**src/rtl/id_ex_stage_pkg.sv**
```systemverilog
// Shared definitions for the ID/EX pipeline stage: control-word bit layout
// and the stage FSM/action encodings.
package id_ex_stage_pkg;

    localparam int CTRL_W        = 8;
    localparam int CTRL_REGWRITE = 7;
    localparam int CTRL_MEMTOREG = 6;
    localparam int CTRL_MEMREAD  = 5;
    localparam int CTRL_MEMWRITE = 4;
    localparam int CTRL_ALUSRC   = 3;
    localparam int CTRL_REGDST   = 2;
    localparam int CTRL_ALUOP    = 0;
    localparam int CTRL_ALUOP_W  = 2;

    typedef enum logic [1:0] {
        ST_RUN    = 2'd0,
        ST_BUBBLE = 2'd1,
        ST_HOLD   = 2'd2
    } state_e;

    // What the ID/EX register does on the coming edge.
    typedef enum logic [1:0] {
        ACT_CAPTURE = 2'd0,
        ACT_ZERO    = 2'd1,
        ACT_KEEP    = 2'd2
    } act_e;

endpackage

```
**src/rtl/id_ex_stage_if.sv**
```systemverilog
// ID/EX boundary bundle: ID-side operands, WB write port, pipeline control
// and the registered EX-side view.
interface id_ex_stage_if
    import id_ex_stage_pkg::*;
#(
    parameter int DW = 32,
    parameter int AW = 5,
    parameter int CW = 16
) ();

    logic              id_valid_i;
    logic [AW-1:0]     id_rsaddr_i;
    logic [AW-1:0]     id_rtaddr_i;
    logic [AW-1:0]     id_rdaddr_i;
    logic [DW-1:0]     id_rsdata_i;
    logic [DW-1:0]     id_rtdata_i;
    logic [DW-1:0]     id_imm_i;
    logic [CTRL_W-1:0] id_ctrl_i;
    logic              wb_regwrite_i;
    logic [AW-1:0]     wb_addr_i;
    logic [DW-1:0]     wb_data_i;
    logic              flush_i;
    logic              hold_i;

    logic              stall_o;
    logic              ex_valid_o;
    logic [AW-1:0]     ex_rsaddr_o;
    logic [AW-1:0]     ex_rtaddr_o;
    logic [AW-1:0]     ex_rdaddr_o;
    logic [DW-1:0]     ex_rsdata_o;
    logic [DW-1:0]     ex_rtdata_o;
    logic [DW-1:0]     ex_imm_o;
    logic [CTRL_W-1:0] ex_ctrl_o;
    logic [CW-1:0]     bubble_cnt_o;

    modport master (
        output id_valid_i, id_rsaddr_i, id_rtaddr_i, id_rdaddr_i,
               id_rsdata_i, id_rtdata_i, id_imm_i, id_ctrl_i,
               wb_regwrite_i, wb_addr_i, wb_data_i, flush_i, hold_i,
        input  stall_o, ex_valid_o, ex_rsaddr_o, ex_rtaddr_o, ex_rdaddr_o,
               ex_rsdata_o, ex_rtdata_o, ex_imm_o, ex_ctrl_o, bubble_cnt_o
    );

    modport slave (
        input  id_valid_i, id_rsaddr_i, id_rtaddr_i, id_rdaddr_i,
               id_rsdata_i, id_rtdata_i, id_imm_i, id_ctrl_i,
               wb_regwrite_i, wb_addr_i, wb_data_i, flush_i, hold_i,
        output stall_o, ex_valid_o, ex_rsaddr_o, ex_rtaddr_o, ex_rdaddr_o,
               ex_rsdata_o, ex_rtdata_o, ex_imm_o, ex_ctrl_o, bubble_cnt_o
    );

endinterface

```
**src/rtl/id_ex_stage_hazard_detect.sv**
```systemverilog
// Load-use hazard compare between the load in EX and the instruction in ID,
// plus the front-end stall request. Purely combinational.
module hazard_detect #(
    parameter int AW = 5
) (
    input  logic          ex_valid,
    input  logic          ex_memread,
    input  logic [AW-1:0] ex_rtaddr,
    input  logic          id_valid,
    input  logic [AW-1:0] id_rsaddr,
    input  logic [AW-1:0] id_rtaddr,
    input  logic          flush,
    input  logic          hold,
    output logic          load_use,
    output logic          stall
);

    assign load_use = ex_valid && ex_memread && (ex_rtaddr != '0) && id_valid &&
                      ((ex_rtaddr == id_rsaddr) || (ex_rtaddr == id_rtaddr));

    // A squashed ID instruction never needs its bubble, so flush masks the hazard.
    assign stall = hold | (load_use & ~flush);

endmodule

```
**src/rtl/id_ex_stage.sv**
```systemverilog
// ID/EX pipeline register with WB->ID operand bypass, one-cycle load-use
// bubble insertion, branch flush, downstream hold and a saturating bubble counter.
module id_ex_stage
    import id_ex_stage_pkg::*;
#(
    parameter int DW = 32,
    parameter int AW = 5,
    parameter int CW = 16
) (
    input logic           clk_i,
    input logic           rst_i,
    id_ex_stage_if.slave  bus
);

    typedef struct packed {
        logic              valid;
        logic [AW-1:0]     rs;
        logic [AW-1:0]     rt;
        logic [AW-1:0]     rd;
        logic [DW-1:0]     rsd;
        logic [DW-1:0]     rtd;
        logic [DW-1:0]     imm;
        logic [CTRL_W-1:0] ctrl;
    } ex_t;

    ex_t           ex_q;
    ex_t           id_fields;
    logic [DW-1:0] rs_byp;
    logic [DW-1:0] rt_byp;
    logic [CW-1:0] cnt_q;
    logic          load_use;
    logic          cnt_inc;
    state_e        state_q;
    state_e        state_d;
    act_e          act;

    // NOTE: every signal written in an always_comb gets a default first, so no path leaves it unassigned and no latch is inferred.
    always_comb begin
        rs_byp = bus.id_rsdata_i;
        rt_byp = bus.id_rtdata_i;
        if (bus.wb_regwrite_i && (bus.wb_addr_i != '0)) begin
            if (bus.wb_addr_i == bus.id_rsaddr_i) rs_byp = bus.wb_data_i;
            if (bus.wb_addr_i == bus.id_rtaddr_i) rt_byp = bus.wb_data_i;
        end
    end

    assign id_fields = '{valid: bus.id_valid_i,
                         rs:    bus.id_rsaddr_i,
                         rt:    bus.id_rtaddr_i,
                         rd:    bus.id_rdaddr_i,
                         rsd:   rs_byp,
                         rtd:   rt_byp,
                         imm:   bus.id_imm_i,
                         ctrl:  bus.id_ctrl_i};

    hazard_detect #(.AW(AW)) u_hazard (
        .ex_valid   (ex_q.valid),
        .ex_memread (ex_q.ctrl[CTRL_MEMREAD]),
        .ex_rtaddr  (ex_q.rt),
        .id_valid   (bus.id_valid_i),
        .id_rsaddr  (bus.id_rsaddr_i),
        .id_rtaddr  (bus.id_rtaddr_i),
        .flush      (bus.flush_i),
        .hold       (bus.hold_i),
        .load_use   (load_use),
        .stall      (bus.stall_o)
    );

    // NOTE: sequential state uses non-blocking assignments so every register samples pre-edge values.
    always_ff @(posedge clk_i or negedge rst_i) begin
        if (!rst_i) state_q <= ST_RUN;
        else        state_q <= state_d;
    end

    // BUBBLE leaves EX empty (no hazard possible) and the HOLD release edge
    // must capture, so every state applies the same edge priority.
    always_comb begin
        state_d = state_q;
        if (bus.hold_i)       state_d = ST_HOLD;
        else if (bus.flush_i) state_d = ST_RUN;
        else if (load_use)    state_d = ST_BUBBLE;
        else                  state_d = ST_RUN;
    end

    always_comb begin
        act     = ACT_CAPTURE;
        cnt_inc = 1'b0;
        if (bus.hold_i) begin
            act = ACT_KEEP;
        end else if (bus.flush_i) begin
            act = ACT_ZERO;
        end else if (load_use) begin
            act     = ACT_ZERO;
            cnt_inc = 1'b1;
        end
    end

    // NOTE: pipeline registers are reset so EX never starts with a phantom instruction; there is no array storage here to reset.
    always_ff @(posedge clk_i or negedge rst_i) begin
        if (!rst_i) begin
            ex_q <= '0;
        end else begin
            unique case (act)
                ACT_CAPTURE: ex_q <= id_fields;
                ACT_ZERO:    ex_q <= '0;
                default:     ex_q <= ex_q;
            endcase
        end
    end

    always_ff @(posedge clk_i or negedge rst_i) begin
        if (!rst_i)                         cnt_q <= '0;
        else if (cnt_inc && (cnt_q != '1))  cnt_q <= cnt_q + 1'b1;
    end

    assign bus.ex_valid_o   = ex_q.valid;
    assign bus.ex_rsaddr_o  = ex_q.rs;
    assign bus.ex_rtaddr_o  = ex_q.rt;
    assign bus.ex_rdaddr_o  = ex_q.rd;
    assign bus.ex_rsdata_o  = ex_q.rsd;
    assign bus.ex_rtdata_o  = ex_q.rtd;
    assign bus.ex_imm_o     = ex_q.imm;
    assign bus.ex_ctrl_o    = ex_q.ctrl;
    assign bus.bubble_cnt_o = cnt_q;

endmodule

```
**src/flat_wrapper.sv**
```systemverilog
// flat-port wrapper written by rule: the top's interface ports become plain ports
module id_ex_stage_flat import id_ex_stage_pkg::*;
#(
    parameter int DW = 32,
    parameter int AW = 5,
    parameter int CW = 16
)
  (clk_i, rst_i, bus_id_valid_i, bus_id_rsaddr_i, bus_id_rtaddr_i, bus_id_rdaddr_i, bus_id_rsdata_i, bus_id_rtdata_i, bus_id_imm_i, bus_id_ctrl_i, bus_wb_regwrite_i, bus_wb_addr_i, bus_wb_data_i, bus_flush_i, bus_hold_i, bus_stall_o, bus_ex_valid_o, bus_ex_rsaddr_o, bus_ex_rtaddr_o, bus_ex_rdaddr_o, bus_ex_rsdata_o, bus_ex_rtdata_o, bus_ex_imm_o, bus_ex_ctrl_o, bus_bubble_cnt_o);
  id_ex_stage_if #(.DW(DW), .AW(AW), .CW(CW)) bus_i ();
  input logic clk_i;
  input logic rst_i;
  input wire logic [$bits(bus_i.id_valid_i)-1:0] bus_id_valid_i;
  input wire logic [$bits(bus_i.id_rsaddr_i)-1:0] bus_id_rsaddr_i;
  input wire logic [$bits(bus_i.id_rtaddr_i)-1:0] bus_id_rtaddr_i;
  input wire logic [$bits(bus_i.id_rdaddr_i)-1:0] bus_id_rdaddr_i;
  input wire logic [$bits(bus_i.id_rsdata_i)-1:0] bus_id_rsdata_i;
  input wire logic [$bits(bus_i.id_rtdata_i)-1:0] bus_id_rtdata_i;
  input wire logic [$bits(bus_i.id_imm_i)-1:0] bus_id_imm_i;
  input wire logic [$bits(bus_i.id_ctrl_i)-1:0] bus_id_ctrl_i;
  input wire logic [$bits(bus_i.wb_regwrite_i)-1:0] bus_wb_regwrite_i;
  input wire logic [$bits(bus_i.wb_addr_i)-1:0] bus_wb_addr_i;
  input wire logic [$bits(bus_i.wb_data_i)-1:0] bus_wb_data_i;
  input wire logic [$bits(bus_i.flush_i)-1:0] bus_flush_i;
  input wire logic [$bits(bus_i.hold_i)-1:0] bus_hold_i;
  output wire logic [$bits(bus_i.stall_o)-1:0] bus_stall_o;
  output wire logic [$bits(bus_i.ex_valid_o)-1:0] bus_ex_valid_o;
  output wire logic [$bits(bus_i.ex_rsaddr_o)-1:0] bus_ex_rsaddr_o;
  output wire logic [$bits(bus_i.ex_rtaddr_o)-1:0] bus_ex_rtaddr_o;
  output wire logic [$bits(bus_i.ex_rdaddr_o)-1:0] bus_ex_rdaddr_o;
  output wire logic [$bits(bus_i.ex_rsdata_o)-1:0] bus_ex_rsdata_o;
  output wire logic [$bits(bus_i.ex_rtdata_o)-1:0] bus_ex_rtdata_o;
  output wire logic [$bits(bus_i.ex_imm_o)-1:0] bus_ex_imm_o;
  output wire logic [$bits(bus_i.ex_ctrl_o)-1:0] bus_ex_ctrl_o;
  output wire logic [$bits(bus_i.bubble_cnt_o)-1:0] bus_bubble_cnt_o;
  assign bus_i.id_valid_i = bus_id_valid_i;
  assign bus_i.id_rsaddr_i = bus_id_rsaddr_i;
  assign bus_i.id_rtaddr_i = bus_id_rtaddr_i;
  assign bus_i.id_rdaddr_i = bus_id_rdaddr_i;
  assign bus_i.id_rsdata_i = bus_id_rsdata_i;
  assign bus_i.id_rtdata_i = bus_id_rtdata_i;
  assign bus_i.id_imm_i = bus_id_imm_i;
  assign bus_i.id_ctrl_i = bus_id_ctrl_i;
  assign bus_i.wb_regwrite_i = bus_wb_regwrite_i;
  assign bus_i.wb_addr_i = bus_wb_addr_i;
  assign bus_i.wb_data_i = bus_wb_data_i;
  assign bus_i.flush_i = bus_flush_i;
  assign bus_i.hold_i = bus_hold_i;
  assign bus_stall_o = bus_i.stall_o;
  assign bus_ex_valid_o = bus_i.ex_valid_o;
  assign bus_ex_rsaddr_o = bus_i.ex_rsaddr_o;
  assign bus_ex_rtaddr_o = bus_i.ex_rtaddr_o;
  assign bus_ex_rdaddr_o = bus_i.ex_rdaddr_o;
  assign bus_ex_rsdata_o = bus_i.ex_rsdata_o;
  assign bus_ex_rtdata_o = bus_i.ex_rtdata_o;
  assign bus_ex_imm_o = bus_i.ex_imm_o;
  assign bus_ex_ctrl_o = bus_i.ex_ctrl_o;
  assign bus_bubble_cnt_o = bus_i.bubble_cnt_o;
  id_ex_stage #(.DW(DW), .AW(AW), .CW(CW)) u_core (.clk_i(clk_i), .rst_i(rst_i), .bus(bus_i));
endmodule
```
**config.mk**
```make
export PLATFORM = sky130hd
export DESIGN_NAME = id_ex_stage_flat
export DESIGN_NICKNAME = d
export VERILOG_FILES = /design/src/rtl/id_ex_stage_pkg.sv /design/src/rtl/id_ex_stage_if.sv /design/src/rtl/id_ex_stage_hazard_detect.sv /design/src/rtl/id_ex_stage.sv /design/src/flat_wrapper.sv
export SDC_FILE = /design/constraint.sdc
export NUM_CORES = 1
export LEC_CHECK = 0
export CORE_AREA = 2 2 111 193
export CTS_CLUSTER_SIZE = 12
export DETAILED_ROUTE_END_ITERATION = 7
export DIE_AREA = 0 0 113 195
export PLACE_DENSITY = 0.63
export SYNTH_ARGS = -nofsm -noshare
export SYNTH_HDL_FRONTEND = slang
export SYNTH_SLANG_ARGS = --single-unit
```
**constraint.sdc**
```tcl
create_clock -name clk_i -period 2.5 [get_ports clk_i]
set_input_delay 0.375 -clock clk_i [delete_from_list [all_inputs] [get_ports clk_i]]
set_output_delay 0.375 -clock clk_i [all_outputs]
set_load 0.02 [all_outputs]
```
==> reports/metrics.yaml <==
grt_max_degree: 121
critPathMaxStageDelay_ns: 0.45
max_cap_violations: 0
critPathKind: "reg2out"
cts_buffer_depth: 2
fin_area_um2: 10090
syn_area_um2: 6030
end_kind: "primary output"
syn_to_final_growth_pct: 67.42
postRouteAntennaNets: 0
clkTransAtPathRegs_ns: 0.06
path_cells: "xnor2_1 -> nand3_1 -> nor3_2 -> o21ai_2 -> o21bai_1 -> dlygate4sd2_1"
wl_per_cell_um: 18.67
track_usage_pct: 18.89
io-pin-count: 299
hold_viol_final: 0
cts_tree: "yes"
cp-start-kind: "flop"
violations: "DRC"
r2r_setup_slack_ns: 0.39
leakage_nw: 4.171
required_ns: 2.12
io_buffers: 298
synth_edf_count: 0
ys_warn_count: 0
cts_buffers: 17
post-cts-setup-buffer-count: 0
synthCells: 516
cp_max_fo: 5
fill_cells: 1883
status: "finished with violations"
finalNetCount: 996
hold_path.class: "in2reg"
final_layout_size_suffix_gt1_share_pct: 9.574
antenna_found_initial: 1
whs_path_depth: 4
worst_pin_slew_ns: 0.6186
dieArea_um2: 22040
ys_ff_latch: 136
utilization_pct: 49.55
finalCritPeriodShare_pct: 94.13
cts_root_buffer: "clkbuf_16"
whs_endpoint: "u_core.bus.bubble_cnt_o[7]"
hold-worst-slack_ns: 0.3874
cts_max_level: 4
rows: 69
die_x_um: 113
critPathSlowestCell: "dfrtp_1"
fin_ws_ns: 0.1467
drt-total-wl_um: 20430
finClkSkew_ns: 0.007703
grt-ovfl-total: 0
ir_worst_vdd_mv: 0.4875
drtIter0Drc: 185
via_per_inst: 4.741
dp_hpwl_um: 14970
initial_core_util_pct: 29.59
place.gp.congestion: 0.8066
worstPathArrival_ns: 1.98
cts_sinks: 136
ys_types: 34
synth_flop_cell: "dfrtp_1"
max_freq_mhz: 424.9
pre_cts_slack_ns: -0.1159
clk_latency_ns: 0.43
slew_viol_final: 0
r2r-end: "u_core.bus.bubble_cnt_o[5]"
ys_seq_area_share_pct: 56.44
core-area_um2: 20370
grt_pass1_wl_um: 31660
die_y_um: 195
antenna_cells: 0
rsz0062_at_grt: "no"
place_area_um2: 9460
r2r_cells: 7
synthArstFlopShare_pct: 100.0
drcViolationCount: 11
avgSynthCellArea_um2: 11.69
hold_start: "bus_hold_i"
setup_viol: 0
synthesis.nets: 679
relSlewSlack_pct: 58.41
r2r-start: "u_core.bus.ex_rtaddr_o[4]"
num_vias: 5187
cellPowerDensity_nw_per_um2: 629.7
first_pass_iters: 7
period_needed_ns: 2.353
grt_pass1_vias: 5525
through the flow:
| step | power (mW) | std cells | setup TNS, ns |
|---|---|---|---|
| after floorplan | 2.955 | 516 | 0 |
| after global placement | 3.712 | 1061 | -0.2330 |
| after detailed placement | 3.721 | 1061 | -0.1846 |
| after CTS | 6.451 | 1094 | 0 |
| after global routing | 6.630 | 1094 | 0 |
| final | 6.356 | 1094 | 0 |
worst max path at each step:
stage	startpoint	endpoint	slack, ns	depth (start not counted)
2_1_floorplan	u_core.bus.bubble_cnt_o[0]	u_core.bus.bubble_cnt_o[1]	0.51	7
6_report	u_core.bus.ex_rtaddr_o[4]	bus_stall_o	0.15	6
4_1_cts	u_core.bus.ex_rtaddr_o[4]	bus_stall_o	0.09	6
5_1_grt	u_core.bus.ex_rtaddr_o[4]	bus_stall_o	0.03	6
3_3_place_gp	bus_id_rsaddr_i[4]	bus_stall_o	-0.16	7
3_5_place_dp	bus_id_rsaddr_i[4]	bus_stall_o	-0.12	7
report_power, final:
part | switching (mW) | internal (mW)
clock | 1.02 | 1.67
combinational | 0.566 | 0.656
sequential | 0.0936 | 2.36
worst max-delay path, delay by kind of cell, from the launching register on:
family,cells,cell delay [ns]
AOI/OAI and AO/OA,2,0.24
xor gates and xnor gates,1,0.21
buffers and inverters,1,0.34
DFF,1,0.45
and+or+nand+nor,2,0.32
cell usage in the layout, fill, tap and decap left out, types with 2 or more instances in the layout:
master	n
dfrtp_1	136
nand4_1	2
nor4_4	2
buf_4	27
nor2_1	4
a22o_1	56
clkinv_2	2
clkdlybuf4s50_1	295
inv_6	2
or2_2	2
xnor2_1	15
o21ai_1	60
nand3_1	15
nor3_2	2
nor4_1	3
nand4b_1	2
o21ai_2	2
xor2_1	19
o21ai_0	4
mux2i_1	64
clkinvlp_4	7
bufinv_16	4
nand2_1	69
and3_1	3
clkbuf_16	17
nor3_1	10
buf_12	8
layout make-up:
type                       count  area (um2)  share of cell area (%)
clock buffer                  17       425.4                   4.214
clock inverter                15       200.2                   1.983
multi-input combinational    345        2410                   23.87
sequential                   136        3403                   33.71
tap                          248       310.3                   3.074
timing repair buffer         333        3346                   33.14
sequential cells by signal, summed over array words and instances, names as in the netlist:
register	cells
u_core.bus.bubble_cnt_o	16
u_core.bus.ex_ctrl_o	8
u_core.bus.ex_imm_o	32
u_core.bus.ex_rdaddr_o	5
u_core.bus.ex_rsaddr_o	5
u_core.bus.ex_rsdata_o	32
u_core.bus.ex_rtaddr_o	5
u_core.bus.ex_rtdata_o	32
u_core.bus.ex_valid_o	1
layer usage:
metal / vias up / global-route usage [%] / share of wire (%)
li1: 2489 / - / -
met1: 2486 / 20.32 / 36
met2: 169 / 33.67 / 54
met3: 41 / 5.338 / 5.4
met4: 2 / 8.988 / 3.6
met5: - / 0 / 0.034
repair_timing:
action / in CTS / in global routing
gates resized for setup: 1 / 0
hold buffers: 1 / 0
endpoints found under the hold margin: 55 / 0
endpoints found under the setup margin: 1 / 0
cell usage after synthesis, types with 3 or more instances:
library cell	n	share of area, %
o21ai_1	60	5.0
xor2_1	19	2.8
buf_2	3	0.25
a22o_1	56	8.1
xnor2_1	15	2.2
buf_6	10	1.9
nor4_1	3	0.31
o21ai_0	4	0.33
nand3_1	15	1.2
mux2i_1	64	11
nor3_1	10	0.83
nand2_1	69	4.3
and3_1	3	0.31
dfrtp_1	136	56
clkbuf_1	20	1.2
nor2_1	4	0.25
cells by family after synthesis:
family / Yosys count / synth area share (%)
AOI/OAI and AO/OA: 125 / 14.07
xor gates and xnor gates: 35 / 5.209
adders and majority gates: 1 / 0.2075
buffers and inverters: 35 / 3.611
DFF: 136 / 56.44
muxes: 65 / 10.81
and+or+nand+nor: 119 / 9.650
Note: power is estimated with default switching activity, not from simulation.
